===== src/rtl/code_entry_unit.sv =====
// Keypad front end for the combination lock: collects digits, compares them with the stored code
// and turns the enter/change button levels into single-cycle pulses for the lock FSM.
module code_entry_unit #(
    parameter int unsigned                   DIGITS       = 4,
    parameter int unsigned                   DIGIT_W      = 4,
    parameter logic [DIGITS*DIGIT_W-1:0]     DEFAULT_CODE = 16'h1234
) (
    input  logic                             clock,
    input  logic                             reset,
    input  logic [DIGIT_W-1:0]               digit,
    input  logic                             digit_valid,
    input  logic                             enter_btn,
    input  logic                             change_btn,
    input  logic                             clear,
    input  logic                             new_mode,
    output logic                             enter,
    output logic                             change,
    output logic                             correct,
    output logic [$clog2(DIGITS+1)-1:0]      count,
    output logic                             code_saved
);

    localparam int unsigned CODE_W  = DIGITS * DIGIT_W;
    localparam int unsigned COUNT_W = $clog2(DIGITS + 1);

    localparam logic [COUNT_W-1:0] FULL_COUNT = COUNT_W'(DIGITS);
    localparam logic [DIGIT_W-1:0] MAX_DIGIT  = DIGIT_W'(9);

    logic [CODE_W-1:0]  buffer_q, buffer_d;
    logic [CODE_W-1:0]  code_q, code_d;
    logic [COUNT_W-1:0] count_q, count_d;
    logic               enter_btn_q, change_btn_q;
    logic               enter_q, enter_d;
    logic               change_q, change_d;
    logic               code_saved_q, code_saved_d;

    logic full;
    logic enter_rise;
    logic change_rise;
    logic digit_accept;

    assign full = (count_q == FULL_COUNT);

    always_comb begin
        enter_rise   = enter_btn & ~enter_btn_q;
        change_rise  = change_btn & ~change_btn_q;
        // Simultaneous rises resolve to enter only.
        enter_d      = enter_rise;
        change_d     = change_rise & ~enter_rise;

        digit_accept = digit_valid & (digit <= MAX_DIGIT) & ~full
                     & ~enter_q & ~change_q & ~clear;

        buffer_d     = buffer_q;
        count_d      = count_q;
        code_d       = code_q;
        code_saved_d = 1'b0;

        if (enter_q || change_q) begin
            // Every pulse cycle consumes the entry, matched or not.
            buffer_d = '0;
            count_d  = '0;
            if (enter_q && new_mode && full) begin
                code_d       = buffer_q;
                code_saved_d = 1'b1;
            end
        end else if (clear) begin
            buffer_d = '0;
            count_d  = '0;
        end else if (digit_accept) begin
            buffer_d = (buffer_q << DIGIT_W) | {{(CODE_W - DIGIT_W){1'b0}}, digit};
            count_d  = count_q + COUNT_W'(1);
        end
    end

    always_ff @(posedge clock) begin
        if (reset) begin
            buffer_q     <= '0;
            count_q      <= '0;
            code_q       <= DEFAULT_CODE;
            enter_q      <= 1'b0;
            change_q     <= 1'b0;
            code_saved_q <= 1'b0;
            // Buttons held through reset must be released before they can pulse.
            enter_btn_q  <= 1'b1;
            change_btn_q <= 1'b1;
        end else begin
            buffer_q     <= buffer_d;
            count_q      <= count_d;
            code_q       <= code_d;
            enter_q      <= enter_d;
            change_q     <= change_d;
            code_saved_q <= code_saved_d;
            enter_btn_q  <= enter_btn;
            change_btn_q <= change_btn;
        end
    end

    assign enter      = enter_q;
    assign change     = change_q;
    assign count      = count_q;
    assign code_saved = code_saved_q;
    assign correct    = full & (buffer_q == code_q) & ~new_mode;

endmodule


===== config.mk =====
export PLATFORM = sky130hd
export DESIGN_NAME = code_entry_unit
export DESIGN_NICKNAME = d
export VERILOG_FILES = /design/src/rtl/code_entry_unit.sv
export SDC_FILE = /design/constraint.sdc
export NUM_CORES = 1
export LEC_CHECK = 0
export ABC_CLOCK_PERIOD_IN_PS = 1630
export CORE_MARGIN = 5
export CORE_UTILIZATION = 40
export CTS_CLUSTER_SIZE = 16
export DETAILED_ROUTE_END_ITERATION = 8
export HOLD_SLACK_MARGIN = 0.08
export PLACE_DENSITY_LB_ADDON = 0.05
export SETUP_SLACK_MARGIN = 0.1
export SLEW_MARGIN = 25
export SYNTH_ARGS = -nofsm -noshare
export SYNTH_HDL_FRONTEND = slang
export SYNTH_SLANG_ARGS = --single-unit

===== constraint.sdc =====
create_clock -name clock -period 1.63 [get_ports clock]
set_clock_uncertainty 0.15 [all_clocks]
set_input_delay 0.489 -clock clock [delete_from_list [all_inputs] [get_ports clock]]
set_output_delay 0.489 -clock clock [all_outputs]
set_load 0.01 [all_outputs]

==> results of run 1 <==
-- cell usage in the layout (no fill, tap or decap), types with 2 or more instances in the layout --
cell type	count
a21oi_1	10
buf_12	4
buf_4	26
buf_6	11
clkbuf_2	2
clkbuf_8	5
clkdlybuf4s50_1	4
dfxtp_1	37
dfxtp_2	3
dlygate4sd2_1	5
inv_2	2
mux2i_1	17
nand2_1	34
nand3b_1	5
nand4_1	3
nor2_1	20
nor2b_1	2
nor4_1	3
or2_2	2
xor2_1	17
-- through the flow --
stage                     utilization (%)  power [uW]  hold WS, ns  instances
final                                59.6        1940        0.247        283
after global routing                 59.6        2020        0.262        283
after CTS                            58.2        1950        0.254        282
after detailed placement             53.6        1140        0.243        268
after global placement               53.6        1130        0.229        268
after floorplan                         -        1070        0.224        176
-- synthesized netlist by cell type, drive strengths merged --
cell type  number
mux2i          17
nor4b           1
clkbuf          4
nor4            4
ha              2
o21ai           1
nand3b          5
buf             4
a21boi          1
nand4           3
or2             2
nor2b           2
dfxtp          40
nand2b          1
inv             2
nand3           1
nor3            2
a21oi          11
nor2           21
xnor2           1
nand2          34
xor2           17
-- power groups by stage --
stage | registers, uW | clock network (uW) | logic [uW]
2_1_floorplan | 1010 | 0 | 57.5
3_3_place_gp | 1010 | 0 | 126
3_5_place_dp | 1010 | 0 | 128
4_1_cts | 985 | 818 | 145
5_1_grt | 986 | 873 | 157
6_report | 985 | 812 | 146
-- final timing paths --
kind,to,startpoint,slack [ns],depth (start not counted)
setup / recovery,correct,buffer_q[3],-0.65,6
hold / removal,change,change_btn_q,0.25,1
setup reg to reg,buffer_q[3],count[0],-0.09,9
hold reg to reg,change,change_btn_q,0.25,1
-- critical path, stage by stage (launching register included) --
cell,delay (ns)
dfxtp_1,0.32
xor2_1,0.16
nor4_1,0.29
buf_4,0.16
nand4_1,0.11
nor4_2,0.15
buf_2,0.16
-- metal layers --
layer / part of all wire, % / global-route usage [%] / up-vias / wire length (um)
li1: - / - / 690 / -
met1: 46 / 19.9 / 641 / 1810
met2: 49 / 27.2 / 15 / 1920
met3: 3.1 / 4.19 / 7 / 121
met4: 1.2 / 4.23 / 0 / 45
met5: 0 / 0 / - / 0
-- what timing repair did --
action | 4_1_cts | 5_1_grt
endpoints found under the hold margin | 0 | 0
setup endpoints to repair | 25 | 41
pin swaps | 3 | 7
buffers inserted | 6 | 2
resized for setup | 34 | 18
cloned | 1 | 1
-- area by class of cell --
type                            instances  area share [%]
Clock buffer                            5            2.89
Clock inverter                          3            1.78
Inverter                                2           0.315
Multi-Input combinational cell        126            35.1
Sequential cell                        40            33.8
Tap cell                               50            2.62
Timing Repair Buffer                   57            23.5
-- cell families after synthesis --
family | after synthesis | share of synthesized area [%]
compound gates | 13 | 4.12
xor+xnor | 18 | 9.60
fa+ha+maj | 2 | 1.52
buf+inv | 10 | 3.58
flops | 40 | 48.8
mux | 17 | 10.4
simple gates | 76 | 22.0
-- registers in the layout (all words and copies together), names as in the netlist --
register      count
change            1
change_btn_q      1
count             3
buffer_q         16
code_q           16
enter             1
enter_btn_q       1
code_saved        1
==> impl_metrics.py, run 1 <==
metrics = {
    "worst_setup_path": {
        "worstSetupPathType": "register to output port",
        "crit_arrival_ns": 1.64,
        "required_ns": 0.99,
        "crit_fanout": 2,
        "crit_path_end_kind": "output port",
        "cp-start-kind": "register",
    },
    "route": {
        "drc": 0,
        "ant_nets": 0,
        "drt_wl_total_um": 3900,
        "drt-initial-drc-count": 30,
        "first_pass_iters": 4,
        "wl_per_cell_um": 13.8,
        "via_count": 1353,
        "vias_per_cell": 4.78,
    },
    "logic_synthesis": {
        "yosysTopAreaCell": "dfxtp_1",
        "yosysWarnings": 0,
        "yosys.area.top_type_share_pct": 48.8,
        "ys_types": 26,
        "synth_top_cells_by_area": "dfxtp_1, mux2i_1, xor2_1",
        "netlist_instances": 176,
        "yosysSeqAreaShare_pct": 48.8,
        "syn-num-nets": 189,
        "yosys_register_bits": 40,
        "avgSynthCellArea_um2": 9.33,
        "syn_area_mm2": 0.00164,
    },
    "floorplan": {
        "dieArea_mm2": 0.00548,
        "fp.dieH_um": 74.1,
        "start_util_pct": 41.0,
        "io_pins": 18,
        "fp.coreArea_mm2": 0.00400,
        "die_w_um": 74.1,
        "rows": 23,
    },
    "timing": {
        "finalCriticalPeriod_ns": 2.28,
        "rsz0062_at_grt": "true",
        "final_hold_viol_count": 0,
        "fin_ws_ns": -0.648,
        "drv_slew": 0,
        "clock.fmax_ghz": 0.439,
        "worst_pin_slew_ns": 0.283,
        "fin_crit_sh_pct": 140,
        "finalSetupTns_ns": -1.41,
        "finalSetupViolCount": 11,
        "slew_headroom_pct": 81.0,
    },
    "finish": {
        "nNetsFinal": 245,
        "fillers": 336,
        "finish.instance_area_mm2": 0.00238,
        "antenna_cells": 0,
        "area_growth_pct": 45.2,
        "multi_input_comb_area_um2": 837,
        "drive_gt1_share_pct": 30.5,
        "regArea_um2": 805,
    },
    "grt": {
        "grt_pass1_wl_um": 6590,
        "grt_util_all_layers_pct": 15.9,
        "grt_pass1_vias": 1412,
        "grt-ovfl-total": 0,
        "grt_antenna_before_repair": 0,
        "grt_max_degree": 18,
    },
    "placed_design": {
        "place_hpwl_um": 2660,
        "numPortBuffers": 17,
        "dpl_cell_area_mm2": 0.00215,
        "globalplace.congestion": 0.725,
        "place_ws_ns": -1.11,
    },
    "run_status": {
        "status": "complete, but fails checks",
        "violations": "negative setup slack",
    },
    "clock_network": {
        "path_clk_slew_ns": 0.08,
        "cts_hold_buf": 0,
        "clockBufferDepth": 2,
        "root_buffer": "clkbuf_8",
        "clk_latency_ns": 0.29,
        "clock-sinks": 40,
        "htreeDepth": 2,
        "cts_tree": "done",
        "numCtsBuffers": 5,
    },
    "power": {
        "seq_power_share_pct": 50.7,
        "p_sw_uw": 425,
        "p_sw_share_pct": 21.8,
        "combPwrFrac_pct": 7.5,
        "p_leak_uw": 0.00113,
        "power.density_mw_per_mm2": 816,
        "p_int_uw": 1520,
        "clkPwrFrac_pct": 41.8,
        "vdd_ir_drop_max_uv": 501,
    },
    "hold_path": {
        "hold_class": "register to register",
    },
    "job": {
        "drv_cap": 0,
    },
}
No activity file was read; power rests on OpenSTA's default activity.
==> run 2, diff against run 1 <==
--- a/config.mk
+++ b/config.mk
@@ -6,8 +6,10 @@
 export NUM_CORES = 1
 export LEC_CHECK = 0
 export ABC_CLOCK_PERIOD_IN_PS = 1630
+export CORE_ASPECT_RATIO = 0.8
 export CORE_MARGIN = 5
 export CORE_UTILIZATION = 40
+export CTS_CLUSTER_DIAMETER = 80
 export CTS_CLUSTER_SIZE = 16
 export DETAILED_ROUTE_END_ITERATION = 8
 export HOLD_SLACK_MARGIN = 0.08
==> constraint.sdc (replaced) <==
create_clock -name clock -period 1.63 [get_ports clock]
set_clock_uncertainty 0.15 [all_clocks]
set_input_delay 0.489 -clock clock [delete_from_list [all_inputs] [get_ports clock]]
set_output_delay 0.489 -clock clock [all_outputs]
set_load 0.05 [all_outputs]
==> impl_metrics.py, run 2 (synthesis results as in run 1) <==
metrics = {
    "timing": {
        "drv_slew": 0,
        "clock.fmax_ghz": 0.414,
        "finalCriticalPeriod_ns": 2.42,
        "worst_pin_slew_ns": 0.277,
        "finalSetupViolCount": 10,
        "fin_ws_ns": -0.787,
        "rsz0062_at_grt": "true",
        "final_hold_viol_count": 0,
        "finalSetupTns_ns": -0.903,
        "slew_headroom_pct": 81.5,
        "fin_crit_sh_pct": 148,
    },
    "floorplan": {
        "start_util_pct": 42.3,
        "fp.dieH_um": 67.3,
        "die_w_um": 81.6,
        "rows": 20,
        "dieArea_mm2": 0.00549,
        "fp.coreArea_mm2": 0.00388,
        "io_pins": 18,
    },
    "worst_setup_path": {
        "worstSetupPathType": "register to output port",
        "required_ns": 0.99,
        "crit_path_end_kind": "output port",
        "crit_arrival_ns": 1.78,
        "reg2regPathDepth": 8,
        "cp-start-kind": "register",
        "rr_startpoint": "count[0]",
        "crit_fanout": 2,
        "r2r_setup_slack_ns": -0.02,
        "r2r_end": "buffer_q[9]",
    },
    "finish": {
        "mostFrequentLayoutCell": "dfxtp_1",
        "area_growth_pct": 52.9,
        "nNetsFinal": 243,
        "fillers": 324,
        "drive_gt1_share_pct": 32.0,
        "post-route-util_pct": 64.7,
        "final_cell_mix": "dfxtp_1, nand2_1, buf_4",
        "antenna_cells": 0,
    },
    "grt": {
        "grt_util_all_layers_pct": 16.5,
        "grt_max_degree": 20,
        "grt_pass1_vias": 1444,
        "grt-ovfl-total": 0,
        "grt_pass1_wl_um": 6900,
        "grt_antenna_before_repair": 0,
    },
    "route": {
        "drt-initial-drc-count": 89,
        "drc": 0,
        "first_pass_iters": 4,
        "via_count": 1390,
        "drt_wl_total_um": 4020,
        "ant_nets": 0,
        "wl_per_cell_um": 14.0,
        "vias_per_cell": 4.86,
    },
    "clock_network": {
        "clockBufferDepth": 2,
        "htreeDepth": 2,
        "path_clk_slew_ns": 0.08,
        "cts_tree": "done",
        "numCtsBuffers": 5,
        "cts_hold_buf": 0,
        "root_buffer": "clkbuf_8",
        "clk_latency_ns": 0.29,
        "clock-sinks": 40,
    },
    "run_status": {
        "violations": "negative setup slack",
        "status": "complete, but fails checks",
    },
    "power": {
        "power.density_mw_per_mm2": 809,
        "vdd_ir_drop_max_uv": 461,
        "p_leak_uw": 0.00116,
    },
    "hold_path": {
        "worstHoldStart": "change_btn_q",
        "hold_depth": 1,
        "holdPathEnd": "change",
        "hold_class": "register to register",
    },
    "placed_design": {
        "place_hpwl_um": 2670,
        "place_ws_ns": -0.754,
        "numPortBuffers": 17,
        "globalplace.congestion": 0.733,
    },
    "job": {
        "drv_cap": 0,
    },
}
==> run 2: through the flow <==
stage	hold slack [ns]	area (um^2)	instances	power, uW
detailed placement	0.244	2230	273	1150
global route	0.260	2510	286	2100
global placement	0.229	2230	273	1140
finish	0.243	2510	286	2030
floorplan	0.224	1690	176	1070
CTS	0.248	2480	285	2040
==> run 2: critical path, cell delays in order (launching register included) <==
cell     delay, ns
dfxtp_2       0.33
xor2_1        0.16
nor4_2        0.31
buf_4         0.15
nand4_1       0.14
nor4_4        0.22
buf_12        0.17
==> run 2: metal layers <==
metal | global-route usage (%) | up-vias | part of all wire, %
li1 | - | 691 | -
met1 | 21.5 | 667 | 46
met2 | 27.1 | 26 | 48
met3 | 4.00 | 6 | 5.3
met4 | 4.77 | 0 | 0.92
met5 | 0 | - | 0
==> run 2: repair_timing <==
action,4_1_cts,5_1_grt
gates resized for setup,20,5
buffers inserted,2,2
setup endpoints to repair,24,30
gates cloned,2,1
pin swaps,6,5
==> run 2: how the worst max path moves through the flow <==
stage                  from      end
3_5_place_dp       new_mode  correct
6_report       buffer_q[14]  correct
2_1_floorplan      count[1]  correct
5_1_grt        buffer_q[14]  correct
3_3_place_gp       new_mode  correct
4_1_cts        buffer_q[14]  correct
==> run 2: where the power goes <==
group,switching [uW],internal [uW],total [uW]
clock,342,540,882
combinational,70.6,93.7,164
sequential,5.14,980,985
==> run 2: layout make-up <==
type	count	area (um^2)	share of cell area, %
multi-input combinational	126	858	34.2
sequential	40	813	32.4
timing repair buffer	55	633	25.2
clock buffer	7	96.3	3.84
tap	55	68.8	2.74
clock inverter	1	30.0	1.20
inverter	2	10.0	0.399
==> patch 1: new RTL, flow settings as in run 1 <==
The output `code_saved` loses its register stage (`code_saved_q` becomes a continuous assignment).
--- a/src/rtl/code_entry_unit.sv
+++ b/src/rtl/code_entry_unit.sv
@@ -80,7 +80,6 @@
             code_q       <= DEFAULT_CODE;
             enter_q      <= 1'b0;
             change_q     <= 1'b0;
-            code_saved_q <= 1'b0;
             // Buttons held through reset must be released before they can pulse.
             enter_btn_q  <= 1'b1;
             change_btn_q <= 1'b1;
@@ -90,11 +89,12 @@
             code_q       <= code_d;
             enter_q      <= enter_d;
             change_q     <= change_d;
-            code_saved_q <= code_saved_d;
             enter_btn_q  <= enter_btn;
             change_btn_q <= change_btn;
         end
     end
+
+    assign code_saved_q = code_saved_d;
 
     assign enter      = enter_q;
     assign change     = change_q;
Function: changed (a bounded check fails within 10 cycles, from zero or initial values and one cycle with reset high).
==> patch 1 against run 1 <==
  * The flow still finishes with violations (negative setup slack)
  * Routed wire length up 3.1%
  * Sequential cell count down 1
  * Sequential power down 2.3%
  * Area after synthesis down 0.99%
  * Design area up 0.16%
  * Clock power up 16%
  * Power up 6.2%
  * Worst setup slack better by 0.0075 ns
==> patch 1: results (changes against run 1) <==
Number of I/O port buffers: 17 (unchanged)
Adder-Cell Fraction of Synth Area: 0.0154 (+0.000153)
Final WS setup: -0.641 ns (+0.00746 ns)
Largest net degree at the start of global routing: 20 (+2)
Leak: 1.15 nW (+1.5%)
Post-Synth XOR/XNOR Area: 0.0970 (+0.000961)
Routed vias/inst: 4.93 (+3.2%)
Synth Net Count: 186 (-1.6%)
Critical-path top delay cell: dfxtp_2
Rel. slew slack: 0.818 (+0.00875)
Dpl hpwl: 2600 um (-2.1%)
Count of final setup violators: 18 (+7)
Maximum vdd drop: 0.810 mV (+62%)
Compound-Gate Fraction of Synth Area: 0.0416 (+0.000412)
Routed wire length: 4020 um (+3.1%)
Flop2flop setup slack: -0.04 ns (+0.05 ns)
Crit. Startpoint: buffer_q[10]
Post-layout nets: 240 (-2.0%)
Share of cells above drive strength 1: 0.320 (+0.0155)
Violated checks: negative setup slack
Seq/Total Area, Yosys: 0.480 (-0.00744)
Die area: 5440 um^2 (-0.85%)
Vias in the first global route: 1325 (-6.2%)
Overall Global Routing Usage: 0.155 (-0.00459)
Routability cong.: 0.752 (+3.7%)
Post-synth cell types: 28 (+7.7%)
Reg2reg start: count[1]
Top cells by instance count after synthesis: dfxtp_1, nand2_1, nor2_1, mux2i_1, xor2_1
Starting DRT DRC Count: 59 (+97%)
First-pass GRT wire length: 6280 um (-4.7%)
FFs w/ async S/R, synth: 0 (unchanged)
Status: finished, violations left
Top post-synthesis cells by area: dfxtp_1, mux2i_1, xor2_1, nand2_1, nor2_1
[patch 1: layout make-up]
class | count | area [um^2] | area share
inverters | 3 | 11.3 | 0.00472
multi-input cells | 123 | 853 | 0.357
clock inverters | 2 | 60.1 | 0.0252
flip-flops and latches | 39 | 788 | 0.330
repair buffers | 55 | 539 | 0.226
well taps | 50 | 62.6 | 0.0262
clock buffers | 6 | 72.6 | 0.0304
[patch 1: report_power, final]
group	switching, mW	internal, mW
clock network	0.334	0.612
logic	0.0654	0.0912
registers	0.00370	0.959
[patch 1: metrics by stage]
step	area [um^2]	TNS, ns	hold slack, ns	setup WS, ns	instances
finish	2390	-1.16	0.264	-0.641	278
global route	2390	-2.64	0.289	-0.718	278
CTS	2270	-0.903	0.269	-0.686	275
detailed placement	2120	-13.99	0.256	-1.18	267
global placement	2120	-13.62	0.229	-1.15	267
floorplan	1660	-0.222	0.224	-0.188	173
[patch 1: path summary, 6_finish.rpt]
kind / depth (start not counted) / to
worst min-delay path: 1 / change
worst min register to register: 1 / change
worst max register to register: 8 / buffer_q[7]
worst max-delay path: 5 / correct
[patch 1: routing by layer]
layer / GRT usage / vias to the layer above / part of all wire
li1: - / 678 / -
met1: 0.192 / 659 / 0.45
met2: 0.257 / 26 / 0.48
met3: 0.0492 / 8 / 0.052
met4: 0.0423 / 0 / 0.013
met5: 0 / - / 0
[patch 1: repair_timing]
action                     CTS  global route
setup endpoints to repair   41            36
resized for setup           41            14
pin swaps                    4            10
cloned                       0             3
setup buffers                0             1
[patch 1: logic make-up after synthesis]
| logic type | Yosys count |
|---|---|
| AOI/OAI and AO/OA | 13 |
| xor gates and xnor gates | 18 |
| muxes | 17 |
| and+or+nand+nor | 73 |
| DFF | 39 |
| buffers and inverters | 11 |
| adders and majority gates | 2 |
==> patch 2: new RTL, flow settings as in run 1 <==
Made on the original files. Set the parameter `DIGITS` to 8 (it was 4).
--- a/src/rtl/code_entry_unit.sv
+++ b/src/rtl/code_entry_unit.sv
@@ -1,7 +1,7 @@
 // Keypad front end for the combination lock: collects digits, compares them with the stored code
 // and turns the enter/change button levels into single-cycle pulses for the lock FSM.
 module code_entry_unit #(
-    parameter int unsigned                   DIGITS       = 4,
+    parameter int unsigned                   DIGITS       = 8,
     parameter int unsigned                   DIGIT_W      = 4,
     parameter logic [DIGITS*DIGIT_W-1:0]     DEFAULT_CODE = 16'h1234
 ) (
Ports: changed (resized count); port bits go from 18 to 19. No check against the original RTL was run, so the function may have changed too.
==> patch 2 against run 1 <==
  * The run still ends with negative setup slack left
  * Design area is 100% higher
  * Worst setup slack worse by 0.12 ns
  * Cell count is 86% higher
  * Synthesized cell count is 85% higher
  * Count of clock-buffer cells in the layout is 7 higher
  * Routed wire length is 120% higher
  * Sequential cell count is 33 higher
  * Area after synthesis is 80% higher
  * Power is 82% higher
  * Maximum frequency is 5.1% lower
  * Global-route usage is 4.7 points higher
  * Largest cell class unchanged
  * Largest power group unchanged
==> patch 2: results (changes against run 1) <==
Vias in the first global route: 2654 (+88%)
Dpl hpwl: 4400 um (+65%)
Max Used Layer: met4
Rel. slew slack: 0.790 (-0.0196)
Number of I/O port buffers: 18 (+1)
Met3 GRT Util: 0.0547 (+0.0128)
Post-layout nets: 434 (+77%)
Worst skew pair latency: 0.34 ns (+0.05 ns)
Starting DRT DRC Count: 85 (+180%)
Clock root cell: clkbuf_8
Hold Path Class: reg2reg
Grt met2 use: 0.348 (+0.0763)
Worst Min Path Start: change_btn_q
FFs w/ async S/R, synth: 0 (unchanged)
Maximum vdd drop: 0.480 mV (-4.1%)
DP Worst Slack: -1.14 ns (-0.0350 ns)
Share of cells above drive strength 1: 0.498 (+0.193)
Worst path max stage delay: 0.39 ns (+0.07 ns)
Final WS setup: -0.771 ns (-0.122 ns)
Hold Vio Cnt, Final: 0 (unchanged)
R2R cell count: 12 (+3)
Top post-synthesis cells by area: dfxtp_1, mux2i_1, xor2_1, nand2_1, a21oi_1
Flop2flop setup slack: -0.34 ns (-0.25 ns)
CTS buffer count: 9 (+4)
Synth Net Count: 338 (+79%)
Post-CTS setup buffers: 15 (+9)
Max-cap violations: 0 (unchanged)
Seq/Total Area, Yosys: 0.496 (+0.00774)
Cell-internal power: 2.77 mW (+82%)
Drt pass-1 iters: 6 (+2)
WP data arrival: 1.76 ns (+0.12 ns)
Violated checks: negative setup slack
Met1 Use GR: 0.260 (+0.0604)
Sink Count: 73 (+83%)
Critical-path top delay cell: or3_4
Routed wire length: 8510 um (+120%)
Antenna diode count: 0 (unchanged)
Largest net degree at the start of global routing: 21 (+3)
WL met3: 237 um (+96%)
Wl on met1: 3740 um (+110%)
FILL cells: 601 (+79%)
First-pass GRT wire length: 14000 um (+110%)
CP delay by family, top: simple AND/OR/NAND/NOR gates
Top cells by instance count after synthesis: dfxtp_1, nand2_1, nor2_1, mux2i_1, xor2_1
CTS H-tree depth: 3 (+1)
Post-cts sizing count: 147 (+330%)
Post-synth cell types: 26 (unchanged)
Met2 routed WL: 4420 um (+130%)
Overall Global Routing Usage: 0.207 (+0.0473)
Worst R2R End: buffer_q[31]
Count of final setup violators: 69 (+58)
Routed vias/inst: 4.88 (+2.0%)
Reg2reg start: count[0]
Initial antenna violation count: 0 (unchanged)
Dpl cell area: 3700 um^2 (+72%)
Status: finished, violations left
Leak: 2.21 nW (+96%)
Routability cong.: 0.718 (-1.0%)
Setup TNS: -19.92 ns (-18.51 ns)
[patch 2: power groups by stage]
stage	clock network (mW)	logic, mW	registers, mW
2_1_floorplan	0	0.106	1.83
3_5_place_dp	0	0.176	1.83
3_3_place_gp	0	0.176	1.83
6_report	1.49	0.266	1.79
5_1_grt	1.63	0.278	1.79
4_1_cts	1.53	0.265	1.79
[patch 2: area by class of cell]
| class | count | area, um^2 | area share |
|---|---|---|---|
| repair buffers | 104 | 1190 | 0.248 |
| flip-flops and latches | 73 | 1480 | 0.309 |
| well taps | 99 | 124 | 0.0258 |
| inverters | 2 | 10.0 | 0.00209 |
| clock inverters | 4 | 50.0 | 0.0104 |
| multi-input cells | 231 | 1780 | 0.370 |
| clock buffers | 12 | 165 | 0.0345 |
[patch 2: cell families (layout without fill, tap and decap cells)]
kind of cell,after synthesis,in the layout,share of synthesized area
multiplexers,33,33,0.112
adder cells (fa/ha/maj),2,2,0.00848
XOR/XNOR,34,34,0.101
flip-flops,73,73,0.496
AND/OR/NAND/NOR,132,132,0.199
buffers and inverters,21,122,0.0335
AO/OA/AOI/OAI,30,30,0.0509
[patch 2: how the worst max path moves through the flow]
stage                     cells past startpoint  slack (ns)       to    startpoint
after floorplan                               4       -0.24  correct    code_q[28]
after global placement                        4       -1.14  correct      new_mode
after detailed placement                      4       -1.14  correct      new_mode
after CTS                                     5       -0.80  correct  buffer_q[21]
after global routing                          5       -0.89  correct   buffer_q[3]
final                                         5       -0.77  correct  buffer_q[21]
[patch 2: metrics by stage]
stage / instances / hold slack [ns]
finish: 525 / 0.235
global route: 525 / 0.267
CTS: 522 / 0.237
detailed placement: 478 / 0.234
global placement: 478 / 0.230
floorplan: 325 / 0.224
